[src/rtl/offchip_link_pkg.sv]
// ---------------------------------------------------------------------------
// offchip_link_pkg
// Shared definitions for the off-chip link, used by both the transmit stage
// and the receiver side.
//   link_state_t    : serializer state encoding
//   LANE_W          : bits per channel per beat
//   NUM_CH          : number of I/O channels
//   BEATS_PER_WORD  : beats needed to move one core word
//   DEFAULT_CREDITS : default receiver buffer depth (credit pool size)
//   lane_slice()    : picks the bits of a word carried on one channel/beat
// ---------------------------------------------------------------------------
package offchip_link_pkg;

    localparam int LANE_W          = 2;
    localparam int NUM_CH          = 2;
    localparam int BEATS_PER_WORD  = 2;
    localparam int WORD_W          = LANE_W * NUM_CH * BEATS_PER_WORD;
    localparam int DEFAULT_CREDITS = 8;

    typedef enum logic [1:0] {
        IDLE    = 2'd0,
        SEND_LO = 2'd1,
        SEND_HI = 2'd2
    } link_state_t;

    // Beat b carries the word bits [(b*NUM_CH+ch)*LANE_W +: LANE_W] on channel
    // ch, so beat 0 takes the low nibble with channel 0 on the lowest lane.
    function automatic logic [LANE_W-1:0] lane_slice(
        input logic [WORD_W-1:0] word,
        input int                beat,
        input int                ch
    );
        return word[(beat * NUM_CH + ch) * LANE_W +: LANE_W];
    endfunction

endpackage

[src/rtl/offchip_credit_counter.sv]
// ---------------------------------------------------------------------------
// offchip_credit_counter
// Credit pool for the link transmitter. Returned credits arrive as a
// toggle-encoded token: every change of token_in is one credit. The pool is a
// saturating up/down counter starting full; a credit arriving while the pool
// is already full is a protocol error and raises a sticky flag.
//   clk      : link clock
//   rst      : asynchronous active-high reset
//   accept   : a word is being accepted this cycle (consumes one credit)
//   token_in : toggle-encoded credit return from the receiver
//   credits  : current credit count
//   err_ovf  : sticky; credit returned while pool already full
// ---------------------------------------------------------------------------
module offchip_credit_counter
    import offchip_link_pkg::*;
#(
    parameter  int CREDITS = DEFAULT_CREDITS,
    localparam int CNT_W   = $clog2(CREDITS + 1)
) (
    input  logic             clk,
    input  logic             rst,
    input  logic             accept,
    input  logic             token_in,
    output logic [CNT_W-1:0] credits,
    output logic             err_ovf
);

    localparam logic [CNT_W-1:0] CREDITS_MAX = CNT_W'(CREDITS);

    logic             tok_q;
    logic             ret;
    logic [CNT_W-1:0] credits_q;
    logic [CNT_W-1:0] credits_nxt;
    logic             err_q;
    logic             err_nxt;

    // Either edge of the token is a credit; at most one per cycle.
    assign ret = token_in ^ tok_q;

    always_comb begin
        credits_nxt = credits_q;
        err_nxt     = err_q;
        if (accept && !ret) begin
            // accept is gated by credits != 0 upstream; guard anyway so the
            // counter can never wrap below zero.
            if (credits_q != '0) begin
                credits_nxt = credits_q - 1'b1;
            end
        end else if (!accept && ret) begin
            if (credits_q == CREDITS_MAX) begin
                err_nxt = 1'b1;
            end else begin
                credits_nxt = credits_q + 1'b1;
            end
        end
    end

    always_ff @(posedge clk or posedge rst) begin
        if (rst) begin
            tok_q     <= 1'b0;
            credits_q <= CREDITS_MAX;
            err_q     <= 1'b0;
        end else begin
            tok_q     <= token_in;
            credits_q <= credits_nxt;
            err_q     <= err_nxt;
        end
    end

    assign credits = credits_q;
    assign err_ovf = err_q;

endmodule

[src/rtl/offchip_link_tx.sv]
// ---------------------------------------------------------------------------
// offchip_link_tx
// Core-side transmit stage of the off-chip link. Accepts 8-bit words with a
// valid/ready handshake and sends each as two beats over two 2-bit channels,
// gated by a credit pool that the receiver refills with toggle tokens.
//   clk             : link clock
//   rst             : asynchronous active-high reset
//   core_valid_in   : core word valid
//   core_data_in    : core word
//   core_ready_out  : block can accept a word this cycle
//   io_token_in     : credit return, each toggle is one credit
//   io_valid_out    : beat valid on both channels
//   io_data_out_ch0 : channel 0 lane
//   io_data_out_ch1 : channel 1 lane
//   credit_cnt_out  : current credit count
//   err_credit_ovf  : sticky credit overflow flag
//
// state   | meaning
// --------+--------------------------------------------------------------
// IDLE    | nothing on the wire; ready if credits remain
// SEND_LO | low beat (bits 3:0) on the wire; not ready
// SEND_HI | high beat (bits 7:4) on the wire; ready so words stream back
//         | to back at one word per two cycles
// ---------------------------------------------------------------------------
module offchip_link_tx
    import offchip_link_pkg::*;
#(
    parameter  int CREDITS = DEFAULT_CREDITS,
    localparam int CNT_W   = $clog2(CREDITS + 1)
) (
    input  logic              clk,
    input  logic              rst,
    input  logic              core_valid_in,
    input  logic [7:0]        core_data_in,
    output logic              core_ready_out,
    input  logic              io_token_in,
    output logic              io_valid_out,
    output logic [LANE_W-1:0] io_data_out_ch0,
    output logic [LANE_W-1:0] io_data_out_ch1,
    output logic [CNT_W-1:0]  credit_cnt_out,
    output logic              err_credit_ovf
);

    link_state_t       state_q;
    link_state_t       state_nxt;
    logic [7:0]        data_q;
    logic [7:0]        data_nxt;
    logic              valid_q;
    logic              valid_nxt;
    logic [LANE_W-1:0] ch0_q;
    logic [LANE_W-1:0] ch0_nxt;
    logic [LANE_W-1:0] ch1_q;
    logic [LANE_W-1:0] ch1_nxt;
    logic [CNT_W-1:0]  credits;
    logic              accept;

    // Ready depends only on registers, never on core_valid_in, so a credit
    // returned in the zero-credit cycle shows up as ready one cycle later.
    assign core_ready_out = (state_q != SEND_LO) && (credits != '0);
    assign accept         = core_valid_in && core_ready_out;

    offchip_credit_counter #(
        .CREDITS (CREDITS)
    ) u_credit_counter (
        .clk      (clk),
        .rst      (rst),
        .accept   (accept),
        .token_in (io_token_in),
        .credits  (credits),
        .err_ovf  (err_credit_ovf)
    );

    // The lanes are registered so the beat for a state is already on the
    // wire during that state: the accept edge loads the low beat, the
    // SEND_LO edge loads the high beat. In IDLE the lanes keep their last
    // value and only valid drops.
    always_comb begin
        state_nxt = state_q;
        data_nxt  = data_q;
        valid_nxt = 1'b0;
        ch0_nxt   = ch0_q;
        ch1_nxt   = ch1_q;

        case (state_q)
            IDLE: begin
                if (accept) begin
                    state_nxt = SEND_LO;
                end
            end
            SEND_LO: begin
                state_nxt = SEND_HI;
                valid_nxt = 1'b1;
                ch0_nxt   = lane_slice(data_q, 1, 0);
                ch1_nxt   = lane_slice(data_q, 1, 1);
            end
            SEND_HI: begin
                state_nxt = accept ? SEND_LO : IDLE;
            end
            default: begin
                state_nxt = IDLE;
            end
        endcase

        if (accept) begin
            data_nxt  = core_data_in;
            valid_nxt = 1'b1;
            ch0_nxt   = lane_slice(core_data_in, 0, 0);
            ch1_nxt   = lane_slice(core_data_in, 0, 1);
        end
    end

    always_ff @(posedge clk or posedge rst) begin
        if (rst) begin
            state_q <= IDLE;
            data_q  <= '0;
            valid_q <= 1'b0;
            ch0_q   <= '0;
            ch1_q   <= '0;
        end else begin
            state_q <= state_nxt;
            data_q  <= data_nxt;
            valid_q <= valid_nxt;
            ch0_q   <= ch0_nxt;
            ch1_q   <= ch1_nxt;
        end
    end

    assign io_valid_out    = valid_q;
    assign io_data_out_ch0 = ch0_q;
    assign io_data_out_ch1 = ch1_q;
    assign credit_cnt_out  = credits;

endmodule
[config.mk]
export PLATFORM = sky130hd
export DESIGN_NAME = offchip_link_tx
export DESIGN_NICKNAME = d
export VERILOG_FILES = /design/src/rtl/offchip_link_pkg.sv /design/src/rtl/offchip_credit_counter.sv /design/src/rtl/offchip_link_tx.sv
export SDC_FILE = /design/constraint.sdc
export NUM_CORES = 1
export LEC_CHECK = 0
export CORE_MARGIN = 5
export CORE_UTILIZATION = 42
export CTS_CLUSTER_DIAMETER = 120
export DETAILED_ROUTE_END_ITERATION = 8
export GPL_ROUTABILITY_DRIVEN = 0
export PLACE_DENSITY_LB_ADDON = 0.15
export SLEW_MARGIN = 15
export SYNTH_ARGS = -nofsm -noshare
export SYNTH_HDL_FRONTEND = slang
export SYNTH_SLANG_ARGS = --single-unit
export TNS_END_PERCENT = 1
[constraint.sdc]
create_clock -name clk -period 2 [get_ports clk]
set_input_delay 0.4 -clock clk [delete_from_list [all_inputs] [get_ports clk]]
set_output_delay 0.4 -clock clk [all_outputs]
set_load 0.01 [all_outputs]
==> flow_metrics.env <==
export IMPL_status="completed"
export IMPL_dp_cells=139
export IMPL_avgSynthCellArea_um2=10.7
export IMPL_nets=130
export IMPL_num_antenna_cells=0
export IMPL_syn_to_final_growth_pct=43.0
export IMPL_ir_worst_vdd_v=0.000803
export IMPL_worst_ep_required_time_ns=2.23
export IMPL_antenna_found_initial=0
export IMPL_cp_cell_sequence="or4_4 -> nand4_4 -> xnor2_2 -> ha_2 -> or3_1 -> a21oi_2 -> xor2_1"
export IMPL_drive_above_1_share_pct=31.0
export IMPL_setup_viol=0
export IMPL_grtUsageTotal_pct=14.8
export IMPL_h_tree_depth=1
export IMPL_cts_root_buffer="clkbuf_4"
export IMPL_rows=16
export IMPL_crit_path_max_incr_delay_ns=0.55
export IMPL_report_final_slew_viol_count=0
export IMPL_start_util_pct=43.6
export IMPL_cts_tree="yes"
export IMPL_cp_start_kind="register"
export IMPL_cts_clk_slew_worst_paths_ns=0.10
export IMPL_netlist_instances=80
export IMPL_clock_skew_ns=0.000747
export IMPL_clkLatencyLatePin_ns=0.29
export IMPL_path_class="reg -> reg"
export IMPL_dr_pass1_iters=4
export IMPL_die_h_um=55.1
export IMPL_wl_met3_um=69
export IMPL_worst_path_stages=7
export IMPL_cp_slowest_cell="or4_4"
export IMPL_yosys_area_top_type="dfrtp_1"
export IMPL_clockPowerShare_pct=10.0
export IMPL_grt_overflow=0
export IMPL_timing_fmax_ghz=0.509
export IMPL_postRouteAntennaNets=0
export IMPL_wirelength_met1_um=788
export IMPL_drv_cap=0
export IMPL_clockBufferDepth=2
export IMPL_syn_num_nets=93
export IMPL_seq_area_frac_synth_pct=49.9
export IMPL_rsz0062_at_grt="yes"
export IMPL_setup_tns_ns=0
export IMPL_comb_power_share_pct=58.2
export IMPL_numCtsBuffers=3
export IMPL_ys_ff_latch=17
export IMPL_vias_per_cell=4.98
export IMPL_fin_util_pct=62.4
export IMPL_yosysUniqueCellTypes=34
export IMPL_finalHoldViolCount=0
export IMPL_post_route_min_period_ns=1.96
export IMPL_crit_fanout=3
export IMPL_hold_class="in -> async"
export IMPL_route_met2_wl_um=921
export IMPL_vias=712
export IMPL_end_kind="register"
export IMPL_detail_route_wl_per_cell_um=12.8
export IMPL_synthTopCellsByArea="dfrtp_1 47%, nand2_1 9.6%, a22oi_2 4.4%"
export IMPL_drc=0
export IMPL_wl_um=1830
export IMPL_core_area_um2=1960
export IMPL_cts_setup_buffers=0
export IMPL_die_w_um=55.1
export IMPL_p_per_area_nw_per_um2=1520
export IMPL_synth_top_cell_area_share_pct=46.8
export IMPL_top_layer="met4"
export IMPL_drt_iter0_drc=10
export IMPL_worstPathArrival_ns=2.19
export IMPL_numPortBuffers=22
export IMPL_cpLargestDelayFamily="simple AND/OR/NAND/NOR gates"
export IMPL_max_slew_margin_pct=76.7
export IMPL_ys_warnings_count=0
export IMPL_grt_pass1_wl_um=3050
export IMPL_reg2reg_depth=7
export IMPL_place_hpwl_um=1500
export IMPL_p_leak_nw=0.568
export IMPL_pwr_share_seq_pct=31.8
export IMPL_ctsHoldBuffers=0
export IMPL_boundaryPins=23
export IMPL_power_internal_w=0.00116
export IMPL_finalPower_w=0.00186
export IMPL_dieArea_um2=3040
export IMPL_worst_path_buf_inv=0
export IMPL_final_cells=143
export IMPL_grt_pass1_vias=728
export IMPL_swShare_pct=37.5
export IMPL_cts_sinks=17
export IMPL_worstMarginPinSlew_ns=0.347
export IMPL_grt_max_degree=11
export IMPL_net_switching_power_w=0.000700
export IMPL_synth_area_um2=856
export IMPL_fin_crit_sh_pct=98.2
-- layer usage --
metal | vias to the layer above | track usage (%)
met5 | - | 0
met4 | 0 | 10.9
met3 | 5 | 2.41
met2 | 17 | 24.8
met1 | 342 | 16.7
li1 | 348 | -
-- final timing paths --
check                                                 start                          end  slack [ns]
worst max register to register  u_credit_counter.credits[0]  u_credit_counter.credits[2]        0.04
max in group asynchronous                               rst  u_credit_counter.credits[3]        1.13
min in group clk                                 state_q[0]                   state_q[0]        0.45
worst min register to register                   state_q[0]                   state_q[0]        0.45
worst min-delay path                                    rst                    data_q[4]        0.35
worst max-delay path            u_credit_counter.credits[0]  u_credit_counter.credits[2]        0.04
-- final cells by class --
class                      instances  area (µm²)
clock inverter                     1        5.00
tap                               27        33.8
timing repair buffer              35         313
multi-input combinational         56         407
clock buffer                       3        22.5
inverter                           4        15.0
sequential                        17         428
fill                             183         738
-- sequential cells by signal, indices dropped and copies added, names as in the netlist --
signal and cells:
data_q 4, u_credit_counter.credits 4, io_data_out_ch0 2, io_data_out_ch1 2, state_q 2, io_valid_out 1
u_credit_counter.err_ovf 1, u_credit_counter.tok_q 1
-- power by group through the flow --
stage,Clock (W),Sequential (W),Combinational (W)
2_1_floorplan,0,0.000668,0.000572
3_3_place_gp,0,0.000591,0.00106
3_5_place_dp,0,0.000602,0.00109
4_1_cts,0.000196,0.000595,0.00109
5_1_grt,0.000208,0.000611,0.00120
6_report,0.000187,0.000592,0.00109
-- repair_timing --
action | 4_1_cts | 5_1_grt
resized for setup | 5 | 2
gates cloned | 0 | 0
endpoints found under the setup margin | 2 | 2
pin swaps | 3 | 1
-- synthesized netlist by cell type --
| cell | instances |
|---|---|
| nor3_1 | 1 |
| and3_4 | 1 |
| o21ai_0 | 1 |
| a21oi_1 | 2 |
| dfstp_2 | 1 |
| nor2_1 | 3 |
| a311oi_1 | 1 |
| xnor2_2 | 1 |
| and2_2 | 1 |
| nor2_8 | 1 |
| a31o_2 | 1 |
| nand4_1 | 1 |
| inv_2 | 1 |
| a22oi_2 | 3 |
| xnor3_1 | 1 |
| nand2_1 | 22 |
| and3_2 | 1 |
| xor2_1 | 1 |
| a31oi_1 | 2 |
| mux2_2 | 1 |
| buf_6 | 2 |
| nand3_1 | 1 |
| nand2b_1 | 1 |
| or4_4 | 1 |
| nor4_1 | 1 |
| ha_1 | 1 |
| inv_1 | 3 |
| or3_1 | 1 |
| a21oi_2 | 1 |
| dfrtp_1 | 16 |
| nand3b_1 | 1 |
| clkbuf_2 | 1 |
| xnor2_1 | 2 |
| nand4_2 | 1 |
-- through the flow --
step / setup WS (ns) / area (µm²) / hold WS [ns]
detailed placement: -0.288 / 1190 / 0.450
finish: 0.0368 / 1220 / 0.349
floorplan: -0.0650 / 866 / 0.325
global route: -0.0438 / 1220 / 0.389
CTS: 0.0103 / 1210 / 0.349
global placement: -0.234 / 1190 / 0.414
-- placed cells by master, fill, tap and decap left out, types with 2 or more instances in the layout --
cell / netlist / routed
dfrtp_1: 16 / 15
a31oi_1: 2 / 2
a21oi_1: 2 / 2
nand2_1: 22 / 22
nor2_1: 3 / 3
clkdlybuf4s50_1: 0 / 21
clkbuf_4: 0 / 3
a22oi_2: 3 / 3
buf_4: 0 / 13
xnor2_2: 1 / 2
inv_1: 3 / 3
-- worst reg2reg max path, delay by kind of cell (launching register included) --
kind,cells,cell delay [ns]
XOR/XNOR,2,0.21
AND/OR/NAND/NOR,3,0.97
adder cells (fa/ha/maj),1,0.17
flip-flops,1,0.42
AO/OA/AOI/OAI,1,0.14
-- cells by family (layout without fill, tap and decap cells) --
group / Yosys count / after routing / synth area share (%)
mux: 1 / 1 / 1.32
compound gates: 11 / 11 / 10.7
xor+xnor: 5 / 5 / 7.60
buf+inv: 7 / 43 / 4.97
fa+ha+maj: 1 / 1 / 1.46
flops: 17 / 17 / 49.9
simple gates: 38 / 38 / 24.1
No activity file was read; power rests on OpenSTA's default activity.
